===== src/rtl/acs_if.sv =====
// acs_if: symbol/metric bundle into an ACS and survivor bundle out.
// master drives in_valid/self_state/data_recv/BMin1/BMin2; slave returns BMout/decision/out_valid.
interface acs_if;
  logic       in_valid;
  logic [1:0] self_state;
  logic [1:0] data_recv;
  logic [6:0] BMin1;
  logic [6:0] BMin2;
  logic [6:0] BMout;
  logic       decision;
  logic       out_valid;
`ifdef ACS_SAT_FLAG_EN
  logic       sat_flag;
`endif

  modport master (
    output in_valid, self_state, data_recv,
    output BMin1, BMin2,
`ifdef ACS_SAT_FLAG_EN
    input  sat_flag,
`endif
    input  BMout, decision, out_valid
  );

  modport slave (
    input  in_valid, self_state, data_recv,
    input  BMin1, BMin2,
`ifdef ACS_SAT_FLAG_EN
    output sat_flag,
`endif
    output BMout, decision, out_valid
  );
endinterface


===== src/rtl/acs.sv =====
// acs: add-compare-select for one state of a 4-state K=3 (7/5) Viterbi trellis.
// Ports: clk, rst_n (sync, active low), io (acs_if.slave); ACS_SAT_FLAG_EN adds io.sat_flag.
module acs (
  input  logic clk,
  input  logic rst_n,
  acs_if.slave io
);
  logic [1:0] exp1;
  logic [1:0] exp2;
  logic [1:0] x1;
  logic [1:0] x2;
  logic [1:0] bm1;
  logic [1:0] bm2;
  logic [7:0] cand1;
  logic [7:0] cand2;
  logic [7:0] win;
  logic       sel;
  logic       sat;
  logic [6:0] bm_nxt;

  always_comb begin
    exp1 = 2'b00;
    exp2 = 2'b11;
    unique case (io.self_state)
      2'b00: begin exp1 = 2'b00; exp2 = 2'b11; end
      2'b01: begin exp1 = 2'b10; exp2 = 2'b01; end
      2'b10: begin exp1 = 2'b11; exp2 = 2'b00; end
      2'b11: begin exp1 = 2'b01; exp2 = 2'b10; end
    endcase
  end

  assign x1  = io.data_recv ^ exp1;
  assign x2  = io.data_recv ^ exp2;
  assign bm1 = {1'b0, x1[1]} + {1'b0, x1[0]};
  assign bm2 = {1'b0, x2[1]} + {1'b0, x2[0]};

  // 8-bit sums so a 127 metric plus a branch cost still compares correctly
  assign cand1 = {1'b0, io.BMin1} + {6'b0, bm1};
  assign cand2 = {1'b0, io.BMin2} + {6'b0, bm2};

  assign sel    = cand2 < cand1;
  assign win    = sel ? cand2 : cand1;
  assign sat    = win[7];
  assign bm_nxt = sat ? 7'h7f : win[6:0];

  always_ff @(posedge clk) begin
    if (!rst_n) begin
      io.BMout     <= 7'd0;
      io.decision  <= 1'b0;
      io.out_valid <= 1'b0;
`ifdef ACS_SAT_FLAG_EN
      io.sat_flag  <= 1'b0;
`endif
    end else begin
      io.out_valid <= io.in_valid;
      if (io.in_valid) begin
        io.BMout    <= bm_nxt;
        io.decision <= sel;
`ifdef ACS_SAT_FLAG_EN
        io.sat_flag <= sat;
`endif
      end
    end
  end
endmodule


===== src/flat_wrapper.sv =====
// flat-port wrapper written by rule: the top's interface ports become plain ports
module acs_flat 
  (clk, rst_n, io_in_valid, io_self_state, io_data_recv, io_BMin1, io_BMin2, io_BMout, io_decision, io_out_valid);
  acs_if io_i ();
  input  logic clk;
  input  logic rst_n;
  input wire logic [$bits(io_i.in_valid)-1:0] io_in_valid;
  input wire logic [$bits(io_i.self_state)-1:0] io_self_state;
  input wire logic [$bits(io_i.data_recv)-1:0] io_data_recv;
  input wire logic [$bits(io_i.BMin1)-1:0] io_BMin1;
  input wire logic [$bits(io_i.BMin2)-1:0] io_BMin2;
  output wire logic [$bits(io_i.BMout)-1:0] io_BMout;
  output wire logic [$bits(io_i.decision)-1:0] io_decision;
  output wire logic [$bits(io_i.out_valid)-1:0] io_out_valid;
  assign io_i.in_valid = io_in_valid;
  assign io_i.self_state = io_self_state;
  assign io_i.data_recv = io_data_recv;
  assign io_i.BMin1 = io_BMin1;
  assign io_i.BMin2 = io_BMin2;
  assign io_BMout = io_i.BMout;
  assign io_decision = io_i.decision;
  assign io_out_valid = io_i.out_valid;
  acs u_core (.clk(clk), .rst_n(rst_n), .io(io_i));
endmodule

===== config.mk =====
export PLATFORM = sky130hd
export DESIGN_NAME = acs_flat
export DESIGN_NICKNAME = d
export VERILOG_FILES = /design/src/rtl/acs_if.sv /design/src/rtl/acs.sv /design/src/flat_wrapper.sv
export SDC_FILE = /design/constraint.sdc
export NUM_CORES = 1
export LEC_CHECK = 0
export ABC_AREA = 1
export BUFFER_PORTS_ARGS = -buffer_cell sky130_fd_sc_hd__buf_2
export CAP_MARGIN = 25
export CORE_MARGIN = 4
export CORE_UTILIZATION = 28
export DETAILED_ROUTE_END_ITERATION = 10
export PLACE_DENSITY = 0.59
export SYNTH_ARGS = -nofsm -noshare
export SYNTH_HDL_FRONTEND = slang
export SYNTH_SLANG_ARGS = --single-unit

===== constraint.sdc =====
create_clock -name clk -period 3.14 [get_ports clk]
set_clock_uncertainty 0.1 [all_clocks]
set_input_delay 0.157 -clock clk [delete_from_list [all_inputs] [get_ports clk]]
set_output_delay 0.157 -clock clk [all_outputs]
set_load 0.01 [all_outputs]

==> impl_metrics.csv, run 1 <==
group,metric,value,unit
timing,hold_viol_final,0,
synth,yosys.area.top_type,"dfxtp_1",
synth,synth_top_family_by_area,"simple AND/OR/NAND/NOR gates",
synth,synth_compound_area_frac,0.0867,
timing,rsz0062_at_grt,"false",
timing,period_minus_slack,3.01,ns
pwr,swShare,0.381,
pwr,internal_power,0.289,mW
cts,h-tree-depth,1,
synth,synth_mux_area_frac,0,
synth,synthArstFlopShare,0,
synth,synth_warnings,0,
synth,syn-num-nets,182,
place,dpl.hpwl,1.83,mm
routing,drtIter0Drc,28,
floorplanning,core_area,0.00339,mm^2
routing,dr_total_vias,1018,
setup_path,worst-setup-path-type,"in2reg",
synth,synth-simple-area-share,0.312,
global_routing,groute.usage.overall,0.102,
timing,whs,0.0854,ns
global_routing,grt_max_degree,12,
pwr,power_frac_seq,0.279,
timing,fin_crit_sh,0.959,
flow_run,drv_cap,0,
routing,ant_nets,0,
status,status,"completed",
hold_path,hp-class,"in2reg",
cts,cts-root-buf,"clkbuf_4",
global_routing,antenna_found_initial,0,
synth,ys_dominant_reg_cell,"dfxtp_1",
floorplanning,die_height,67.6,um
floorplanning,initial_utilization,0.294,
cells_and_area,design_area,0.00138,mm^2
place,gp_congestion,0.780,
cells_and_area,final_layout_size_suffix_gt1_frac,0.332,
pwr,leakage,0.775,nW
synth,synthAdderAreaFrac,0.204,
floorplanning,die_area,0.00458,mm^2
setup_path,end_kind,"flip-flop",
cts,path_clk_slew,0.06,ns
global_routing,grt_pass1_vias,901,
synth,synth-seq-cells,9,
setup_path,reg2reg_from,"u_core.io.BMout[2]",
setup_path,cp.required,3.20,ns
global_routing,overflow,0,
timing,max_slew_margin,0.852,
synth,syn_area,996,um^2
pwr,clkPwrFrac,0.191,
cts,clockBufferDepth,2,
routing,wirelength,2.12,mm
timing,slew_violations,0,
cts,clkLatencyLatePin,0.26,ns
hold_path,hp-start,"rst_n",
floorplanning,pin_count,30,
setup_path,critPathArrivalTime,3.07,ns
cells_and_area,num_antenna_cells,0,
place,placed_area,0.00129,mm^2
synth,synth_top_area_frac,0.181,
synth,synth_cell_type_count,21,
cts,cts_made_buffers,3,
cells_and_area,area_growth,38.3,%
cts,tritoncts,"yes",
synth,synth_common_cells,"nand2_1 (28), inv_1 (27), nor2_1 (19)",
pwr,powerDensity,339,mW/mm^2
timing,setup_viol,0,
synth,synth_enable_flop_cells,0,
synth,synthXorXnorAreaFrac,0.0967,
routing,wl_per_cell,8.86,um
synth,synth_seq_area_share,0.181,
setup_path,start_kind,"input port",
floorplanning,die_w,67.6,um
pwr,switchingPower,0.178,mW
routing,avgViaCountPerCell,4.26,
setup_path,crit_fanout,4,
cells_and_area,nets,230,
pwr,comb_power_share,0.530,
routing,drc_errors,0,
floorplanning,fp-row-count,21,
pwr,peakVddDrop,116,uV
synth,syn_avg_cell_area,6.82,um^2
global_routing,grt_pass1_wl,3.51,mm
timing,worstMarginPinSlew,0.221,ns
synth,synth_area_leaders,"dfxtp_1 (18%), ha_1 (16%), nand2_1 (11%)",
cts,ctsHoldBuffers,0,
cts,clkSinkCount,9,
synth,synth.most_common_cell,"nand2_1",
synth,syn_inst,146,
timing,max_freq,332,MHz
setup_path,crit_path_start,"io_self_state[0]",
routing,first_pass_iters,4,
place,port_buffers,29,
## power by group through the flow
stage	combinational, mW	clock, mW	sequential (mW)
global route	0.287	0.102	0.132
global placement	0.232	0	0.133
finish	0.247	0.0893	0.131
floorplan	0.148	0	0.139
detailed placement	0.234	0	0.133
CTS	0.236	0.0924	0.131
## state kept, by name (all words and copies together), names as in the netlist
register / cells
u_core.io.decision: 1
u_core.io.BMout: 7
u_core.io.out_valid: 1
## layer usage
metal | share of wire | wire (um) | GRT usage | up-vias
li1 | - | - | - | 546
met1 | 0.44 | 923 | 0.121 | 439
met2 | 0.47 | 992 | 0.170 | 28
met3 | 0.081 | 172 | 0.0349 | 5
met4 | 0.014 | 29 | 0.0304 | 0
met5 | 0 | 0 | 0 | -
## worst paths after layout
kind                                       endpoint  slack, ns  cells past startpoint
worst max-delay path             u_core.io.BMout[3]       0.13                     20
worst min-delay path            u_core.io.out_valid       0.09                      3
worst max register to register   u_core.io.BMout[2]       2.40                      2
worst min register to register   u_core.io.BMout[0]       0.41                      2
## per-stage QoR
stage / utilization / std cells / setup TNS [ns] / power [mW] / setup slack (ns)
2_1_floorplan: - / 146 / 0 / 0.288 / 0.0327
3_3_place_gp: 0.381 / 234 / -1.14 / 0.365 / -0.177
3_5_place_dp: 0.381 / 234 / -1.99 / 0.367 / -0.288
4_1_cts: 0.391 / 238 / 0 / 0.459 / 0.0382
5_1_grt: 0.406 / 239 / 0 / 0.521 / 0.000178
6_report: 0.406 / 239 / 0 / 0.467 / 0.129
## area by class of cell
cell class	instances	area, um^2
timing repair buffer	45	265
multi-input combinational	108	747
clock buffer	4	26.3
fill	365	2010
inverter	27	101
sequential	9	180
tap	46	57.6
## layout by cell type, fill, tap and decap left out, types with 3 or more instances in the layout
master / netlist / layout
o21ai_0: 8 / 8
buf_2: 0 / 29
nand3_2: 4 / 3
clkbuf_4: 0 / 3
nor2_2: 2 / 3
nand3_1: 8 / 8
a21oi_1: 4 / 3
xor2_1: 11 / 9
buf_4: 1 / 16
nor2_1: 19 / 18
nand2_1: 28 / 27
inv_1: 27 / 27
dfxtp_1: 9 / 9
ha_1: 13 / 13
## what timing repair did
action / 4_1_cts / 5_1_grt
pin swaps: 0 / 3
gates resized for setup: 1 / 8
buffers inserted: 0 / 1
endpoints found under the setup margin: 2 / 8
## worst max-delay path, stage by stage
cell	delay, ns
buf_2	0.09
inv_1	0.05
ha_1	0.31
xor2_2	0.16
buf_4	0.14
fa_1	0.41
ha_1	0.21
nand3_1	0.14
nor2_1	0.06
nand2_1	0.09
xor2_2	0.18
inv_1	0.07
ha_1	0.28
nand2_2	0.06
o21a_4	0.23
buf_4	0.15
nand3_1	0.08
nand2_1	0.06
nor2_1	0.12
nor2_1	0.05
## cell families (layout without fill, tap and decap cells)
| family | Yosys count | after routing |
|---|---|---|
| simple gates | 66 | 66 |
| buf+inv | 29 | 76 |
| xor+xnor | 11 | 11 |
| compound gates | 16 | 16 |
| fa+ha+maj | 15 | 15 |
| flops | 9 | 9 |
(Power assumes the default switching activity.)
==> run 2, diff against run 1 <==
GPL_TIMING_DRIVEN = 0   (was not set)
==> run 2 against run 1 <==
First-iteration DRC count fell by 3.6%. Die area is the same. Via count down 7.1%. Flip-flop and latch count unchanged. Routed wire length is 2.5% lower. Worst hold slack gained 0.0032 ns. Clock-buffer cell count unchanged. Cell count fell by 5.4%. Final area shrank 5.1%. Global-route usage down 0.38 points. Register-to-register slack about the same. Utilization fell by 2.1 points. Critical endpoint is now u_core.io.BMout[0].
==> impl_metrics.csv, run 2 (synthesis results as in run 1) <==
group,metric,value,unit
status,status,"completed",
routing,wl_per_cell,9.13,um
cells_and_area,regArea,180,um^2
cells_and_area,reg_top3,"u_core.io.BMout (7), u_core.io.decision (1), u_core.io.out_valid (1)",
cts,tritoncts,"yes",
cells_and_area,fin_util,0.386,
place,placed_area,0.00120,mm^2
place,gp_congestion,0.727,
routing,first_pass_iters,4,
timing,worstMarginPinSlew,0.206,ns
setup_path,start_kind,"input port",
pwr,power_frac_seq,0.295,
cells_and_area,fillers,389,
routing,ant_nets,0,
floorplanning,die_w,67.6,um
timing,whs,0.0886,ns
routing,drc_errors,0,
timing,hold_viol_final,0,
routing,wirelength,2.06,mm
setup_path,crit_fanout,10,
global_routing,groute.usage.overall,0.0978,
timing,fin_crit_sh,0.948,
hold_path,hp-class,"in2reg",
pwr,powerDensity,339,mW/mm^2
cts,cts_made_buffers,3,
cells_and_area,largest_register_ffs,7,
global_routing,grt_pass1_wl,3.48,mm
timing,setup_viol,0,
setup_path,worst-setup-path-type,"in2reg",
place,port_buffers,29,
floorplanning,fp-row-count,21,
pwr,swShare,0.385,
flow_run,drv_cap,0,
cells_and_area,multi_input_area,771,um^2
cts,path_clk_slew,0.06,ns
setup_path,end_kind,"flip-flop",
global_routing,grt_max_degree,11,
cells_and_area,instances_no_fill,226,
floorplanning,die_area,0.00458,mm^2
global_routing,grt_pass1_vias,912,
floorplanning,pin_count,30,
cts,clkSinkCount,9,
pwr,comb_power_share,0.511,
global_routing,antenna_found_initial,0,
cells_and_area,top_register,"u_core.io.BMout",
timing,slew_violations,0,
timing,period_minus_slack,2.98,ns
cells_and_area,area_growth,31.3,%
cells_and_area,layout_commonest_cell,"buf_2",
cells_and_area,design_area,0.00131,mm^2
place,dpl.hpwl,1.73,mm
timing,max_slew_margin,0.862,
pwr,internal_power,0.273,mW
pwr,switchingPower,0.171,mW
pwr,peakVddDrop,139,uV
cells_and_area,nets,217,
floorplanning,die_height,67.6,um
cells_and_area,num_antenna_cells,0,
pwr,leakage,0.710,nW
cts,cts-root-buf,"clkbuf_4",
cells_and_area,final_cell_mix,"buf_2 (29), nand2_1 (27), inv_1 (25)",
floorplanning,core_area,0.00339,mm^2
place,place_ws,-0.453,ns
cts,clockBufferDepth,2,
setup_path,critPathArrivalTime,3.02,ns
timing,max_freq,336,MHz
routing,dr_total_vias,946,
place,placedCellCount,221,
pwr,clkPwrFrac,0.195,
routing,drtIter0Drc,27,
cells_and_area,final_layout_size_suffix_gt1_frac,0.317,
floorplanning,initial_utilization,0.294,
cts,clkLatencyLatePin,0.25,ns
global_routing,overflow,0,
cts,h-tree-depth,1,
routing,avgViaCountPerCell,4.19,
timing,setup_ws,0.164,ns
setup_path,cp.required,3.18,ns
[run 2: cell types whose count changed in the layout (fill, tap and decap cells not counted), sizes merged]
cell / delta
buf: -13
[run 2: area by class of cell]
cell class / count / share of cell area
multi-input combinational: 108 / 0.589
sequential: 9 / 0.138
clock buffer: 4 / 0.0201
inverter: 27 / 0.0775
buffer: 2 / 0.0144
timing repair buffer: 30 / 0.117
tap: 46 / 0.0440
[run 2: power groups by stage]
stage	clock network [mW]	logic (mW)	registers, mW
after global placement	0	0.209	0.133
after floorplan	0	0.148	0.139
after detailed placement	0	0.212	0.133
after global routing	0.102	0.265	0.132
final	0.0863	0.227	0.131
after CTS	0.0904	0.218	0.131
[run 2: per-stage QoR]
step	TNS (ns)	total power, mW
after floorplan	0	0.288
after global placement	-2.68	0.343
after detailed placement	-3.02	0.345
after CTS	0	0.439
after global routing	-0.00324	0.499
final	0	0.444
[run 2: critical path, stage by stage]
cell and delay [ns]:
buf_2 0.11, inv_1 0.10, ha_4 0.23, xor2_4 0.19, fa_1 0.41, ha_1 0.23
nand3_2 0.10, nor2_1 0.05, nand2_1 0.09, xor2_2 0.16, inv_1 0.06, ha_1 0.28
nand2_2 0.08, o21a_4 0.25, nand2_2 0.08, buf_6 0.13, nand2_1 0.05, nand2_1 0.05
inv_1 0.03, nor2_1 0.11, nor2_1 0.05
[run 2: final timing paths]
kind / from / end / slack [ns] / cells past startpoint
max: io_self_state[1] / u_core.io.BMout[0] / 0.16 / 21
min: rst_n / u_core.io.out_valid / 0.09 / 3
max reg2reg: u_core.io.BMout[2] / u_core.io.BMout[2] / 2.40 / 2
min reg2reg: u_core.io.BMout[6] / u_core.io.BMout[6] / 0.41 / 2
[run 2: timing repair]
| item | CTS | global route |
|---|---|---|
| endpoints found under the setup margin | 7 | 7 |
| buffers inserted | 0 | 1 |
| pin swaps | 1 | 3 |
| hold buffers | 0 | 0 |
| endpoints found under the hold margin | 0 | 0 |
| resized for setup | 4 | 10 |
[run 2: layer usage]
layer / global-route usage / up-vias / wire length (um) / share of wire
met3: 0.0316 / 0 / 117 / 0.057
met2: 0.174 / 23 / 974 / 0.47
li1: - / 518 / - / -
met1: 0.118 / 405 / 972 / 0.47
met4: 0.00759 / 0 / 0 / 0
met5: 0 / - / 0 / 0
==> run 3, diff against run 2 <==
ABC_AREA = not set   (was 1)
SLEW_MARGIN = 20   (was not set)
==> run 3 against run 2 <==
Worst setup slack lost 0.017 ns. Routed wire length rose by 18%. Combinational power up 22%. Clock-buffer cell count unchanged. Synthesized area fell by 0.13%. Cell count is 17% lower. Utilization rose by 1.1 points. Fmax is 0.55% lower. Die area decreased by 0.12%. First-iteration DRC count grew 19%. Worst hold slack better by 0.020 ns. Sequential power about the same.
==> impl_metrics.csv, run 3 <==
group,metric,value,unit
synth,synth_top_family_by_area,"simple AND/OR/NAND/NOR gates",
setup_path,reg2reg_to,"u_core.io.BMout[1]",
synth,synth_mux_area_frac,0.0214,
timing,max_freq,334,MHz
cts,clockBufferDepth,2,
cells_and_area,multi_input_area,853,um^2
timing,worstMarginPinSlew,0.352,ns
cells_and_area,area_growth,35.3,%
cells_and_area,layout_commonest_cell,"buf_2",
setup_path,worst-setup-path-type,"in2reg",
status,status,"completed",
setup_path,crit_fanout,7,
cells_and_area,largest_register_ffs,7,
routing,dr_total_vias,886,
synth,ys_dominant_reg_cell,"dfxtp_1",
synth,synthAdderAreaFrac,0.204,
global_routing,antenna_found_initial,0,
synth,synth_top_area_frac,0.181,
synth,synth_compound_area_frac,0.214,
floorplanning,die_height,67.6,um
cells_and_area,regArea,180,um^2
floorplanning,pin_count,30,
routing,drc_errors,0,
cells_and_area,top_register,"u_core.io.BMout",
global_routing,groute.usage.overall,0.109,
cts,path_clk_slew,0.06,ns
synth,synth_cell_type_count,34,
routing,wirelength,2.45,mm
timing,period_minus_slack,2.99,ns
cts,cts_made_buffers,3,
timing,fin_crit_sh,0.953,
timing,fin_tns_setup,0,ns
synth,synth_common_cells,"ha_1 (13), dfxtp_1 (9), xnor2_1 (9)",
timing,setup_viol,0,
synth,synthXorXnorAreaFrac,0.114,
global_routing,grt_max_degree,11,
setup_path,end_kind,"flip-flop",
cells_and_area,num_antenna_cells,0,
timing,max_slew_margin,0.765,
synth,synth_warnings,0,
cells_and_area,reg_top3,"u_core.io.BMout (7), u_core.io.decision (1), u_core.io.out_valid (1)",
synth,syn-num-nets,139,
floorplanning,die_area,0.00457,mm^2
place,dpl.hpwl,2.00,mm
setup_path,r2r_slack,2.25,ns
global_routing,overflow,0,
pwr,powerDensity,366,mW/mm^2
floorplanning,core_area,0.00339,mm^2
cells_and_area,final_cell_mix,"buf_2 (30), ha_1 (9), dfxtp_1 (9)",
place,port_buffers,29,
hold_path,hp-start,"rst_n",
setup_path,cp.required,3.20,ns
synth,synthArstFlopShare,0,
global_routing,grt_pass1_vias,885,
global_routing,grt_pass1_wl,3.84,mm
setup_path,start_kind,"input port",
timing,slew_violations,0,
synth,synth-seq-cells,9,
pwr,finalPower,0.493,mW
cts,ctsHoldBuffers,0,
routing,first_pass_iters,4,
synth,syn_area,995,um^2
pwr,peakVddDrop,100,uV
cells_and_area,fin_util,0.397,
floorplanning,initial_utilization,0.293,
cts,clkLatencyLatePin,0.25,ns
hold_path,hold_depth,2,
hold_path,min_to,"u_core.io.decision",
synth,synth_enable_flop_cells,0,
setup_path,critPathArrivalTime,3.06,ns
cells_and_area,fillers,348,
cts,cts-root-buf,"clkbuf_4",
synth,synth_seq_area_share,0.181,
floorplanning,die_w,67.6,um
routing,ant_nets,0,
routing,drtIter0Drc,32,
pwr,leakage,0.567,nW
cells_and_area,final_layout_size_suffix_gt1_frac,0.504,
cts,clkSinkCount,9,
synth,syn_avg_cell_area,9.66,um^2
cts,tritoncts,"yes",
synth,yosys.area.top_type,"dfxtp_1",
setup_path,reg2reg_from,"u_core.io.BMout[1]",
routing,wl_per_cell,13.1,um
cts,h-tree-depth,1,
synth,synth.most_common_cell,"ha_1",
synth,synth-simple-area-share,0.216,
hold_path,hp-class,"in2reg",
synth,synth_area_leaders,"dfxtp_1 (18%), ha_1 (16%), a311oi_2 (11%)",
cells_and_area,nets,178,
flow_run,drv_cap,0,
timing,hold_viol_final,0,
place,gp_congestion,0.721,
synth,syn_inst,103,
floorplanning,fp-row-count,21,
routing,avgViaCountPerCell,4.74,
setup_path,ff2ff_path_depth,2,
run 3: per-layer routing:
layer / global-route usage / vias to the layer above / part of all wire
met5: 0 / - / 0
met4: 0.0430 / 0 / 0.013
met3: 0.0183 / 4 / 0.076
met2: 0.181 / 29 / 0.48
met1: 0.138 / 403 / 0.43
li1: - / 450 / -
run 3: where the power goes:
group | switching [mW] | leakage [nW] | total (mW) | internal (mW)
clock | 0.0356 | 0.0150 | 0.0843 | 0.0487
sequential | 0.00556 | 0.0749 | 0.133 | 0.128
combinational | 0.147 | 0.477 | 0.276 | 0.128
run 3: area by class of cell:
type	instances	area share
Sequential cell	9	0.134
Inverter	6	0.0167
Tap cell	46	0.0428
Multi-Input combinational cell	85	0.634
Clock buffer	4	0.0195
Buffer	3	0.0195
Timing Repair Buffer	34	0.134
run 3: per-stage QoR:
stage	hold WS [ns]	setup slack, ns	cells	area [um^2]
global route	0.120	-0.0219	187	1350
detailed placement	0.366	-0.459	178	1200
global placement	0.350	-0.371	178	1200
CTS	0.100	0.0110	183	1250
finish	0.108	0.147	187	1350
floorplan	0.179	0.0199	103	1000
run 3: worst max-delay path by stage:
stage / startpoint / end / depth (start not counted)
detailed placement: io_self_state[0] / u_core.io.BMout[5] / 17
finish: io_self_state[1] / u_core.io.BMout[1] / 14
floorplan: io_self_state[0] / u_core.io.BMout[1] / 16
global placement: io_self_state[0] / u_core.io.BMout[5] / 17
CTS: io_self_state[0] / u_core.io.BMout[1] / 17
global route: io_self_state[1] / u_core.io.decision / 15
run 3: cell families (layout without fill, tap and decap cells):
family	after synthesis	in the layout
AO/OA/AOI/OAI	21	21
flip-flops	9	9
adder cells (fa/ha/maj)	15	15
AND/OR/NAND/NOR	34	34
buffers and inverters	9	47
multiplexers	2	2
XOR/XNOR	13	13
run 3: worst max-delay path: stages:
cell and delay [ns]:
buf_2 0.11, inv_1 0.11, ha_4 0.22, xnor2_2 0.13, buf_4 0.14, fa_1 0.46
ha_2 0.23, xor2_2 0.21, ha_4 0.25, a211o_1 0.29, a31oi_4 0.18, o31ai_4 0.13
buf_2 0.19, a311oi_2 0.25
run 3: what timing repair did:
action	in CTS	in global routing
pin swaps	2	5
setup endpoints to repair	8	8
endpoints found under the hold margin	0	0
gates cloned	0	1
setup buffers	1	3
gates resized for setup	3	10
